[src/rtl/fwd_scoreboard_if.sv]
// fwd_scoreboard_if: decode-side issue, operand and forwarding-result bundle for fwd_scoreboard
interface fwd_scoreboard_if #(
  parameter int DATA_W  = 16,
  parameter int REG_AW  = 3,
  parameter int DEPTH   = 3,
  parameter int NUM_SRC = 2
);
  logic                      issue_valid;
  logic                      issue_wr;
  logic                      issue_load;
  logic [REG_AW-1:0]         issue_dst;
  logic [NUM_SRC*REG_AW-1:0] src_idx;
  logic [NUM_SRC*DATA_W-1:0] src_rf_data;
  logic [DEPTH*DATA_W-1:0]   stage_data;
  logic                      stall_in;
  logic                      flush;
  logic [NUM_SRC*DATA_W-1:0] src_data;
  logic [NUM_SRC-1:0]        fwd_hit;
  logic                      hazard_stall;
  logic [15:0]               stall_count;
  modport master (
    output issue_valid, issue_wr, issue_load, issue_dst, src_idx, src_rf_data,
           stage_data, stall_in, flush,
    input  src_data, fwd_hit, hazard_stall, stall_count
  );
  modport slave (
    input  issue_valid, issue_wr, issue_load, issue_dst, src_idx, src_rf_data,
           stage_data, stall_in, flush,
    output src_data, fwd_hit, hazard_stall, stall_count
  );
endinterface

[src/rtl/fwd_scoreboard.sv]
// fwd_scoreboard: shadow tag pipeline with youngest-producer forwarding and load-use interlock.
// FWD_BYPASS_EN defined gives full forwarding; undefined gives the interlock-only build.
module fwd_scoreboard #(
  parameter int DATA_W  = 16,
  parameter int REG_AW  = 3,
  parameter int DEPTH   = 3,
  parameter int NUM_SRC = 2
) (
  input logic            clk,
  input logic            rst,
  fwd_scoreboard_if.slave bus
);
  logic [DEPTH-1:0]             vld;
  logic [DEPTH-1:0][REG_AW-1:0] dst;
  logic [NUM_SRC-1:0]           hz_s;
  logic                         hazard;
  logic                         accept;
  logic                         blk;
  logic [15:0]                  cnt;
`ifdef FWD_BYPASS_EN
  // only the load flag of entry 0 can ever block, so older flags are not kept
  logic                         ld0;
`endif
  always_comb begin
    bus.src_data = '0;
    bus.fwd_hit  = '0;
    hz_s         = '0;
    blk          = 1'b0;
    for (int s = 0; s < NUM_SRC; s++) begin
      bus.src_data[s*DATA_W +: DATA_W] = bus.src_rf_data[s*DATA_W +: DATA_W];
      // walk oldest to youngest so the youngest match is the one that sticks
      for (int k = DEPTH-1; k >= 0; k--) begin
        if (vld[k] && dst[k] == bus.src_idx[s*REG_AW +: REG_AW]) begin
`ifdef FWD_BYPASS_EN
          blk = (k == 0) && ld0;
`else
          blk = (k < DEPTH-1);
`endif
          bus.src_data[s*DATA_W +: DATA_W] = bus.stage_data[k*DATA_W +: DATA_W];
          bus.fwd_hit[s] = !blk;
          hz_s[s]        = blk;
        end
      end
    end
  end
  assign hazard           = bus.issue_valid && |hz_s;
  assign accept           = bus.issue_valid && bus.issue_wr && !hazard && !bus.flush && !bus.stall_in;
  assign bus.hazard_stall = hazard;
  assign bus.stall_count  = cnt;
  always_ff @(posedge clk) begin
    if (rst) begin
      vld <= '0;
      dst <= '0;
      cnt <= '0;
`ifdef FWD_BYPASS_EN
      ld0 <= 1'b0;
`endif
    end else if (!bus.stall_in) begin
      vld <= {vld[DEPTH-2:0], accept};
      dst <= {dst[DEPTH-2:0], bus.issue_dst};
`ifdef FWD_BYPASS_EN
      ld0 <= bus.issue_load;
`endif
      if (hazard && cnt != 16'hFFFF) cnt <= cnt + 16'd1;
    end
  end
endmodule

[src/flat_wrapper.sv]
// flat-port wrapper written by rule: the top's interface ports become plain ports
module fwd_scoreboard_flat 
#(
  parameter int DATA_W  = 16,
  parameter int REG_AW  = 3,
  parameter int DEPTH   = 3,
  parameter int NUM_SRC = 2
)
  (clk, rst, bus_issue_valid, bus_issue_wr, bus_issue_load, bus_issue_dst, bus_src_idx, bus_src_rf_data, bus_stage_data, bus_stall_in, bus_flush, bus_src_data, bus_fwd_hit, bus_hazard_stall, bus_stall_count);
  fwd_scoreboard_if #(.DATA_W(DATA_W), .REG_AW(REG_AW), .DEPTH(DEPTH), .NUM_SRC(NUM_SRC)) bus_i ();
  input logic clk;
  input logic rst;
  input wire logic [$bits(bus_i.issue_valid)-1:0] bus_issue_valid;
  input wire logic [$bits(bus_i.issue_wr)-1:0] bus_issue_wr;
  input wire logic [$bits(bus_i.issue_load)-1:0] bus_issue_load;
  input wire logic [$bits(bus_i.issue_dst)-1:0] bus_issue_dst;
  input wire logic [$bits(bus_i.src_idx)-1:0] bus_src_idx;
  input wire logic [$bits(bus_i.src_rf_data)-1:0] bus_src_rf_data;
  input wire logic [$bits(bus_i.stage_data)-1:0] bus_stage_data;
  input wire logic [$bits(bus_i.stall_in)-1:0] bus_stall_in;
  input wire logic [$bits(bus_i.flush)-1:0] bus_flush;
  output wire logic [$bits(bus_i.src_data)-1:0] bus_src_data;
  output wire logic [$bits(bus_i.fwd_hit)-1:0] bus_fwd_hit;
  output wire logic [$bits(bus_i.hazard_stall)-1:0] bus_hazard_stall;
  output wire logic [$bits(bus_i.stall_count)-1:0] bus_stall_count;
  assign bus_i.issue_valid = bus_issue_valid;
  assign bus_i.issue_wr = bus_issue_wr;
  assign bus_i.issue_load = bus_issue_load;
  assign bus_i.issue_dst = bus_issue_dst;
  assign bus_i.src_idx = bus_src_idx;
  assign bus_i.src_rf_data = bus_src_rf_data;
  assign bus_i.stage_data = bus_stage_data;
  assign bus_i.stall_in = bus_stall_in;
  assign bus_i.flush = bus_flush;
  assign bus_src_data = bus_i.src_data;
  assign bus_fwd_hit = bus_i.fwd_hit;
  assign bus_hazard_stall = bus_i.hazard_stall;
  assign bus_stall_count = bus_i.stall_count;
  fwd_scoreboard #(.DATA_W(DATA_W), .REG_AW(REG_AW), .DEPTH(DEPTH), .NUM_SRC(NUM_SRC)) u_core (.clk(clk), .rst(rst), .bus(bus_i));
endmodule
[config.mk]
export PLATFORM = sky130hd
export DESIGN_NAME = fwd_scoreboard_flat
export DESIGN_NICKNAME = d
export VERILOG_FILES = /design/src/rtl/fwd_scoreboard_if.sv /design/src/rtl/fwd_scoreboard.sv /design/src/flat_wrapper.sv
export SDC_FILE = /design/constraint.sdc
export NUM_CORES = 1
export LEC_CHECK = 0
export BUFFER_PORTS_ARGS = -buffer_cell sky130_fd_sc_hd__buf_4
export CAP_MARGIN = 20
export CORE_ASPECT_RATIO = 1.5
export CORE_MARGIN = 2
export CORE_UTILIZATION = 45
export CTS_BUF_LIST = sky130_fd_sc_hd__clkbuf_8
export CTS_CLUSTER_DIAMETER = 50
export DETAILED_ROUTE_END_ITERATION = 12
export PLACE_DENSITY = 0.8
export SYNTH_ARGS = -nofsm -noshare
export SYNTH_HDL_FRONTEND = slang
export SYNTH_SLANG_ARGS = --single-unit
[constraint.sdc]
create_clock -name clk -period 3.1 [get_ports clk]
set_input_delay 0.775 -clock clk [delete_from_list [all_inputs] [get_ports clk]]
set_output_delay 0.775 -clock clk [all_outputs]
set_load 0.005 [all_outputs]
Word level (Yosys, flattened, before mapping)
Index checks and enable logic that the tools add are counted.
Storage, ports and cells
  bits in registers: 28
  input port bits: 96
  output and inout bits: 51
Cells by class
  mux-type cells: 16
  reductions and logical operators: 17
  bitwise logic cells: 1
  equality and inequality tests: 7
  add/sub/neg operators: 1
Operator list (number)
  $mux W16: 6
  $eq A3 B3 Y1: 6
  $add A16 B1 Y16 const B: 1
  $ne A16 B16 Y1 const B: 1
  $logic_and A1 B1 Y1: 12
  $mux W1: 10
  $logic_not A1 Y1: 3
  $reduce_and A2 Y1: 1
  $reduce_or A2 Y1: 1
  $not A1 Y1: 1

Longest topological paths before layout
Gate-level depths: netlist of run 1.
  word-level depth: 10
  gate-level depth with buffers: 7

Least setup slack after synthesis of run 1
No wires, ideal clock.
  path type: input to output
  start: input port bus_src_idx[1]
  end: output port bus_src_data[10]
  cell stages on the path: 7
  slack: 0.334 ns
  buffers on the path: 2
  arrival: 1.991 ns
  data required time: 2.325 ns
  cells stage by stage: xnor2_1 and4_1 nor2b_1 clkbuf_1 clkbuf_1 a22oi_1 o21ai_1
On the way
  word-level cells in the longest chain between the ends: 5
  elaborated cells between the ends (all ways): 9
  those cells by class: eq/ne (3); mux (3); reduce/logical (3)
Ends and longest elaborated chain
  from (decl): line flat_wrapper.sv:17  | input wire logic [$bits(bus_i.src_idx)-1:0] bus_src_idx;
  $eq A3 B3 Y1: line fwd_scoreboard.sv:33  | if (vld[k] && dst[k] == bus.src_idx[s*REG_AW +: REG_AW]) begin
  $logic_and A1 B1 Y1: line fwd_scoreboard.sv:33
  $mux W16 (2 in series): line fwd_scoreboard.sv:33
  $mux W16 *: line fwd_scoreboard.sv:33
  to (decl): line flat_wrapper.sv:22  | output wire logic [$bits(bus_i.src_data)-1:0] bus_src_data;
Every way passes the cells marked *; elsewhere a longest branch is shown, timed or not.

Final worst setup path of run 1
  start: input port bus_src_idx[4]
  end: output port bus_src_data[16]
Same word-level chain as after synthesis.

==> results of run 1 <==
[synthesized netlist by cell type, types with 2 or more instances]
cell	n	area share
sky130_fd_sc_hd__a21oi_1	9	0.019
sky130_fd_sc_hd__a222oi_1	2	0.0083
sky130_fd_sc_hd__a22oi_1	30	0.093
sky130_fd_sc_hd__and4_1	4	0.014
sky130_fd_sc_hd__buf_1	4	0.0062
sky130_fd_sc_hd__buf_2	2	0.0041
sky130_fd_sc_hd__buf_4	3	0.0093
sky130_fd_sc_hd__clkbuf_1	15	0.023
sky130_fd_sc_hd__dfxtp_1	28	0.23
sky130_fd_sc_hd__inv_1	4	0.0062
sky130_fd_sc_hd__mux2_2	4	0.019
sky130_fd_sc_hd__mux2i_1	44	0.18
sky130_fd_sc_hd__nand2_1	8	0.012
sky130_fd_sc_hd__nand2b_1	3	0.0077
sky130_fd_sc_hd__nand3_1	5	0.010
sky130_fd_sc_hd__nand4_1	8	0.021
sky130_fd_sc_hd__nor2_1	20	0.031
sky130_fd_sc_hd__nor2b_1	7	0.018
sky130_fd_sc_hd__nor3_1	4	0.0083
sky130_fd_sc_hd__nor4_1	6	0.015
sky130_fd_sc_hd__o21ai_0	34	0.070
sky130_fd_sc_hd__o21ba_2	2	0.0083
sky130_fd_sc_hd__o31a_1	2	0.0072
sky130_fd_sc_hd__o41ai_1	3	0.011
sky130_fd_sc_hd__or2_2	6	0.015
sky130_fd_sc_hd__or3_1	6	0.015
sky130_fd_sc_hd__or4_1	5	0.015
sky130_fd_sc_hd__or4b_2	3	0.012
sky130_fd_sc_hd__xnor2_1	18	0.065
[kinds of logic (layout without fill, tap and decap cells)]
kind of cell               Yosys count  after routing  share of synthesized area
xor gates and xnor gates            18             18                     0.0650
and+or+nand+nor                     91             91                      0.221
DFF                                 28             28                      0.231
buffers and inverters               28            167                     0.0490
AOI/OAI and AO/OA                   85             85                      0.228
adders and majority gates            1              1                    0.00516
muxes                               48             48                      0.200
[sequential cells by signal (all words and copies together) (netlist names)]
register	count
u_core.vld	3
u_core.bus.stall_count	16
u_core.dst	9
[area by class of cell]
type	count	area, sq um
fillers	446	1490
well taps	68	85.1
inverters	4	15.0
multi-input cells	243	1750
flip-flops and latches	28	561
repair buffers	159	1190
clock inverters	1	30.0
clock buffers	3	41.3
[per-stage QoR]
| stage | setup TNS, ns | hold WS, ns |
|---|---|---|
| 3_3_place_gp | 0 | 0.482 |
| 4_1_cts | 0 | 0.512 |
| 3_5_place_dp | -0.00801 | 0.497 |
| 6_report | 0 | 0.515 |
| 5_1_grt | 0 | 0.536 |
| 2_1_floorplan | 0 | 0.458 |
[worst max-delay path, cell delays in order]
cell and delay (ns):
sky130_fd_sc_hd__buf_4 0.12, sky130_fd_sc_hd__xnor2_1 0.12, sky130_fd_sc_hd__and4_1 0.23, sky130_fd_sc_hd__buf_4 0.15, sky130_fd_sc_hd__or2_2 0.41, sky130_fd_sc_hd__o21ai_0 0.29, sky130_fd_sc_hd__buf_4 0.16
[worst min-delay path by stage]
stage | start | to | slack, ns | cells past startpoint
6_report | u_core.vld[0] | u_core.vld[0] | 0.51 | 2
5_1_grt | u_core.bus.stall_count[9] | u_core.bus.stall_count[9] | 0.54 | 2
4_1_cts | u_core.vld[0] | u_core.vld[0] | 0.51 | 2
3_5_place_dp | u_core.bus.stall_count[9] | u_core.bus.stall_count[9] | 0.50 | 2
3_3_place_gp | u_core.vld[0] | u_core.vld[0] | 0.48 | 2
2_1_floorplan | u_core.vld[0] | u_core.vld[0] | 0.46 | 2
[layer usage]
metal  routed length (microns)  GRT usage
met1                      3150      0.298
met4                       109     0.0707
met5                         0          0
met3                      1020      0.113
met2                      4350      0.501
[report_power, final]
group          leakage [nW]  switching [mW]  internal (mW)
registers             0.226         0.00655          0.364
logic                  1.47          0.0852          0.141
clock network        0.0357           0.116          0.173
[repair_timing]
item | CTS | global route
pin swaps | 0 | 0
endpoints found under the setup margin | 1 | 1
gates resized for setup | 1 | 1
==> impl_summary.md, run 1 <==
Run status
The flow ran to the end, and the final reports show no timing, DRC or antenna violations.

STA
The number of pins with negative max-slew slack in the final report is 0. The final critical-path share of the clock period is 0.980. Setup repair after global routing left no endpoint under its margin.

The count of endpoints failing hold in the final timing report came to 0. The final critical path time including I/O delays and setup is 3.04 ns. Measured against its own limit, the worst slew margin works out to 0.414. The worst setup margin is 0.0611 ns.

The final worst clock skew is 0.00180 ns. The slew at the pin with the worst max-slew slack is 0.871 ns. Setup violations remaining at the end of the flow were counted as 0. Timing would allow up to 329 MHz.

Floorplanning
The starting density of the core is 0.469. The die is 63.9 microns wide. The row count is 32. The floorplan step set the die height to 93.9 microns. The die covers 6000 sq um. The core box area is 5160 sq um. 147 I/O pins were placed.

CTS
The deepest level of the CTS H-tree is 1. The buffers inserted during post-CTS setup optimization is 0. Buffers inserted during clock tree synthesis total 3. For this design, the sink count on the clock tree is 28. The hold buffer count at cts is 0. The root buffer cell chosen for the clock tree is sky130_fd_sc_hd__clkbuf_8. The clock passes through at most 2 buffers. TritonCTS built the clock tree. The post-CTS clock slew at the launch and capture registers of the worst setup and hold paths is 0.09 ns. For the worst-skew pair, the clock arrives at the later sink with an insertion delay of 0.28 ns.

Final layout
The non-filler instance count after layout is 506. The final-stage net count is 536. The repair_antennas step left the layout with diodes totalling 0.

At the end of the flow the core is filled with cells to 0.711. The area of all placed cells without fillers is 3670 sq um. The fraction of final layout cells with drive strength greater than 1 is 0.416. The synthesis-to-finish area growth is 51.5%. Leaving out fill and tap cells, the most frequent cell in the layout is sky130_fd_sc_hd__buf_4.

The library cells used most frequently in the layout, excluding fill and tap cells, are sky130_fd_sc_hd__buf_4, sky130_fd_sc_hd__mux2i_1, sky130_fd_sc_hd__o21ai_0, sky130_fd_sc_hd__a22oi_1, sky130_fd_sc_hd__dfxtp_1.

Yosys
The synthesized area is 2420 sq um. Yosys mapped the design onto 39 distinct sky130hd cell types. The post-synthesis async set-or-reset flop share is 0. The number of synthesized flops with an enable pin is 0.

The synthesized flop and latch total is 28. Among all flip-flop cells after synthesis, the most frequent one is sky130_fd_sc_hd__dfxtp_1. When the netlist entered floorplanning its net count stood at 396. Of the synthesized area, sequential elements account for 0.231. The number of warnings issued by yosys is 0. In this run the mean area of a mapped cell was 8.11 sq um. The cell count after synthesis is 299.

Global route
The first global-routing pass estimated 13300 microns of wire. After global routing the overflow that remains totals 0. The overall fraction of global-route tracks in use is 0.278. The initial antenna violation count is 0. The number of global-route vias before repair is 2820. Entering global routing, the biggest net connects 35 pins.

Place
The final weighted congestion of routability-driven global placement is 0.857. The setup slack at placement is -0.00801 ns. The number of placed cells counting well taps is 502. The cell area reported after detailed placement is 3600 sq um. The HPWL after detailed placement is 6830 microns. The number of input and output port buffers inserted is 145.

Drt
The final routed wire length divided by cell count is 17.1 microns. The per-cell via count in the routed design is 5.87. The detailed-route wire length is 8630 microns. The detailed router's first-iteration violation count is 182. The final route contains 2969 vias. In the routed design, unresolved DRC markers number 0.

The number of optimization iterations in the first detailed-route pass is 5. The number of nets with antenna violations after detailed routing is 0.

Setup path
The end point of the critical path is bus_src_data[16]. The startpoint kind of the worst setup timing path is an input pin. The worst endpoint data arrival time is 2.26 ns. The critical path starts at bus_src_idx[4]. The critical path capture point type is a primary output. The reg2reg setup slack is 0.75 ns. Along the worst path, the maximum fanout reaches 16. The number of cells on the worst reg-to-reg path is 7. The class of the most critical setup path is input pin to primary output. STA puts the critical path data required time at 2.32 ns. The worst flop-to-flop path startpoint is u_core.dst[2].

The destination of the worst register-to-register timing path is u_core.bus.stall_count[13].

Power and ir drop
IR analysis of the VDD net gives a maximum drop of 0.000260 V. The power density over cell area is 241 nW/um^2. The total power is 0.886 mW. The cell leakage power is 1.73 nW.

Worst hold path
The worst hold-check path type is flop to flop.

Run
Across the run, the number of max-cap violations was 0.
(Power assumes the default switching activity.)
==> run 2: changes to the inputs <==
--- a/config.mk
+++ b/config.mk
@@ -14,6 +14,7 @@
 export CTS_CLUSTER_DIAMETER = 50
 export DETAILED_ROUTE_END_ITERATION = 12
 export PLACE_DENSITY = 0.8
+export SETUP_SLACK_MARGIN = 0.1
 export SYNTH_ARGS = -nofsm -noshare
 export SYNTH_HDL_FRONTEND = slang
 export SYNTH_SLANG_ARGS = --single-unit
==> impl_summary.md, run 2 (same netlist as run 1, synthesis figures left out) <==
Run status
Outcome: completed (unchanged).

Place
The final weighted congestion of routability-driven global placement is 0.857 (unchanged). The HPWL after detailed placement is 6830 microns (unchanged). The cell area reported after detailed placement is 3600 sq um (unchanged). The setup slack at placement is -0.00801 ns (unchanged). The number of input and output port buffers inserted came to 145 (unchanged). The number of placed cells counting well taps is 502 (unchanged).

Power and ir drop
The highest ir drop seen on vdd came to 0.000261 V (was 0.000260 V). The part of the power in the clock network is 0.326 (about the same). The fraction of power consumed by sequential logic is 0.418 (about the same).

The total power is 0.888 mW (was 0.886 mW). The total net switching power came to 0.209 mW (was 0.208 mW). The cell leakage power is 1.73 nW (about the same).

The internal power is 0.679 mW (about the same). The power density over cell area is 241 nW/um^2 (about the same). The switching part of the total power is 0.235 (was 0.234). The share of total power in combinational logic is 0.256 (was 0.255).

Final layout
The share of the core filled with cells is 0.712 (was 0.711). The area of all placed cells without fillers came to 3680 sq um (was 3670 sq um). The non-filler instance count after layout is 506 (unchanged). The synthesis-to-finish area growth was 51.8% (was 51.5%).

Commonest cells after routing, fill and taps aside: sky130_fd_sc_hd__buf_4, sky130_fd_sc_hd__mux2i_1, sky130_fd_sc_hd__a22oi_1, sky130_fd_sc_hd__o21ai_0, sky130_fd_sc_hd__dfxtp_1 (was sky130_fd_sc_hd__buf_4, sky130_fd_sc_hd__mux2i_1, sky130_fd_sc_hd__o21ai_0, sky130_fd_sc_hd__a22oi_1, sky130_fd_sc_hd__dfxtp_1). The count of inserted antenna diode cells is 0 (unchanged). The most common library cell in the layout ignoring fill and taps is sky130_fd_sc_hd__buf_4 (unchanged).

The final-stage net count came to 536 (unchanged). The fraction of final layout cells with drive strength greater than 1 was 0.416 (unchanged). The number of flip-flops in the largest register is 16 (unchanged).

CTS
The cell chosen for the clock root is sky130_fd_sc_hd__clkbuf_8 (unchanged). The number of buffers inserted during clock tree synthesis is 3 (unchanged). The deepest level of the CTS H-tree is 1 (unchanged). The hold buffer count at cts came to 0 (unchanged). The insertion delay to the later sink of the worst-skew pair came to 0.28 ns (about the same). The buffers inserted during post-CTS setup optimization is 0 (unchanged). The maximum count of clock buffers along a single path is 2 (unchanged). The TritonCTS clock tree is built (unchanged). The number of clock sinks is 28 (unchanged).

The post-CTS clock slew at the launch and capture registers of the worst setup and hold paths is 0.09 ns (about the same).

Setup path
The critical path capture point type is a primary output (unchanged). The delay of the slowest critical-path stage is 0.43 ns (was 0.41 ns). The class of the most critical setup path is input pin to primary output (unchanged). The cell repeated most along the worst path is sky130_fd_sc_hd__buf_4 (unchanged). Ordered cell list for the critical path: buf_4 > xnor2_1 > and4_1 > or2_2 > o21ai_1 > buf_4 (was buf_4 > xnor2_1 > and4_1 > buf_4 > or2_2 > o21ai_0 > buf_4). The maximum fanout count along the critical path came to 16 (unchanged). The required time of the critical path is 2.32 ns (about the same).

The startpoint kind of the worst setup timing path is an input pin (unchanged). The cell type of the slowest stage on the worst timing path is sky130_fd_sc_hd__or2_2 (unchanged). The count of buffer and inverter cells on the critical path is 2 (was 3).

The worst endpoint data arrival time was 2.15 ns (was 2.26 ns). The kind of cell adding the most delay to the critical path is simple AND/OR/NAND/NOR gates (unchanged).

Drt
The number of vias in the routed layout is 2971 (was 2969). The number of DRC violations after detailed routing is 0 (unchanged). The number of nets with antenna violations after detailed routing is 0 (unchanged). The per-cell via count in the routed design is 5.87 (about the same). The number of optimization iterations in the first detailed-route pass is 5 (unchanged). The final routed wire length divided by cell count is 17.1 microns (about the same). The detailed router's first-iteration violation count is 192 (was 182). The detailed-route wire length is 8650 microns (was 8630 microns).

Floorplanning
The number of top-level pins came to 147 (unchanged). The height of the die is 93.9 microns (unchanged). The starting density of the core is 0.469 (unchanged). The die extent in x is 63.9 microns (unchanged). The row count is 32 (unchanged).

The core box area is 5160 sq um (unchanged). The area of the die is 6000 sq um (unchanged).

STA
The final worst clock skew came to 0.00177 ns (was 0.00180 ns). The normalized max-slew margin is 0.420 (was 0.414). The number of pins with negative max-slew slack in the final report is 0 (unchanged). The worst setup margin is 0.178 ns (was 0.0611 ns). The final setup violation count is 0 (unchanged).

RSZ-0062 raised after global routing: yes (was no). The top achievable clock speed is 342 MHz (was 329 MHz). The final sum of negative setup slack is 0 ns (unchanged).

The count of endpoints failing hold in the final timing report is 0 (unchanged). The final critical-path share of the clock period is 0.943 (was 0.980). The minimum hold slack is 0.515 ns (about the same). The slew at the pin with the worst max-slew slack came to 0.863 ns (was 0.871 ns). The final critical path time including I/O delays and setup is 2.92 ns (was 3.04 ns).

Global route
The number of global-route vias before repair is 2820 (unchanged). The initial antenna violation count was 0 (unchanged). The maximum number of pins on one net before global-route repair is 35 (unchanged). The global-route wire length before repair is 13300 microns (unchanged).

The remaining global-route overflow is 0 (unchanged). The overall fraction of global-route tracks in use is 0.278 (unchanged).

Run
The number of maximum-capacitance violations came to 0 (unchanged).

Worst hold path
The worst hold-check path type is flop to flop (unchanged).
## run 2: cell counts in the layout (fill, tap and decap cells not counted)
Identical to the previous run, type by type.
## run 2: power by group through the flow
| stage | logic, mW | clock network (mW) | registers, mW |
|---|---|---|---|
| floorplan | 0.0705 | 0 | 0.378 |
| global placement | 0.219 | 0 | 0.379 |
| detailed placement | 0.226 | 0 | 0.379 |
| CTS | 0.226 | 0.292 | 0.371 |
| global route | 0.244 | 0.304 | 0.372 |
| finish | 0.227 | 0.290 | 0.371 |
## run 2: area by class of cell
| class | instances | area, sq um |
|---|---|---|
| multi-input combinational | 243 | 1750 |
| clock buffer | 3 | 41.3 |
| fill | 444 | 1490 |
| timing repair buffer | 159 | 1200 |
| clock inverter | 1 | 30.0 |
| tap | 68 | 85.1 |
| inverter | 4 | 15.0 |
| sequential | 28 | 561 |
## run 2: worst reg2reg max path, delay by kind of cell, from the launching register on
family / cells / cell delay [ns]
adders and majority gates: 1 / 0.26
AOI/OAI and AO/OA: 2 / 0.47
DFF: 1 / 0.45
and+or+nand+nor: 3 / 1.03
## run 2: metal layers
metal / part of all wire / GRT usage
met4: 0.014 / 0.0707
met1: 0.36 / 0.298
met3: 0.12 / 0.113
met5: 0 / 0
met2: 0.50 / 0.501
## run 2: final timing paths
path                                           startpoint                          to  slack (ns)  cells past startpoint
worst max-delay path                       bus_src_idx[1]             bus_src_data[0]        0.18                      6
worst min-delay path                        u_core.vld[0]               u_core.vld[0]        0.51                      2
worst max register to register  u_core.bus.stall_count[0]  u_core.bus.stall_count[12]        0.80                      6
worst min register to register              u_core.vld[0]               u_core.vld[0]        0.51                      2
## run 2: repair_timing
action,CTS,global route
pin swaps,0,0
resized for setup,3,6
setup endpoints to repair,13,17
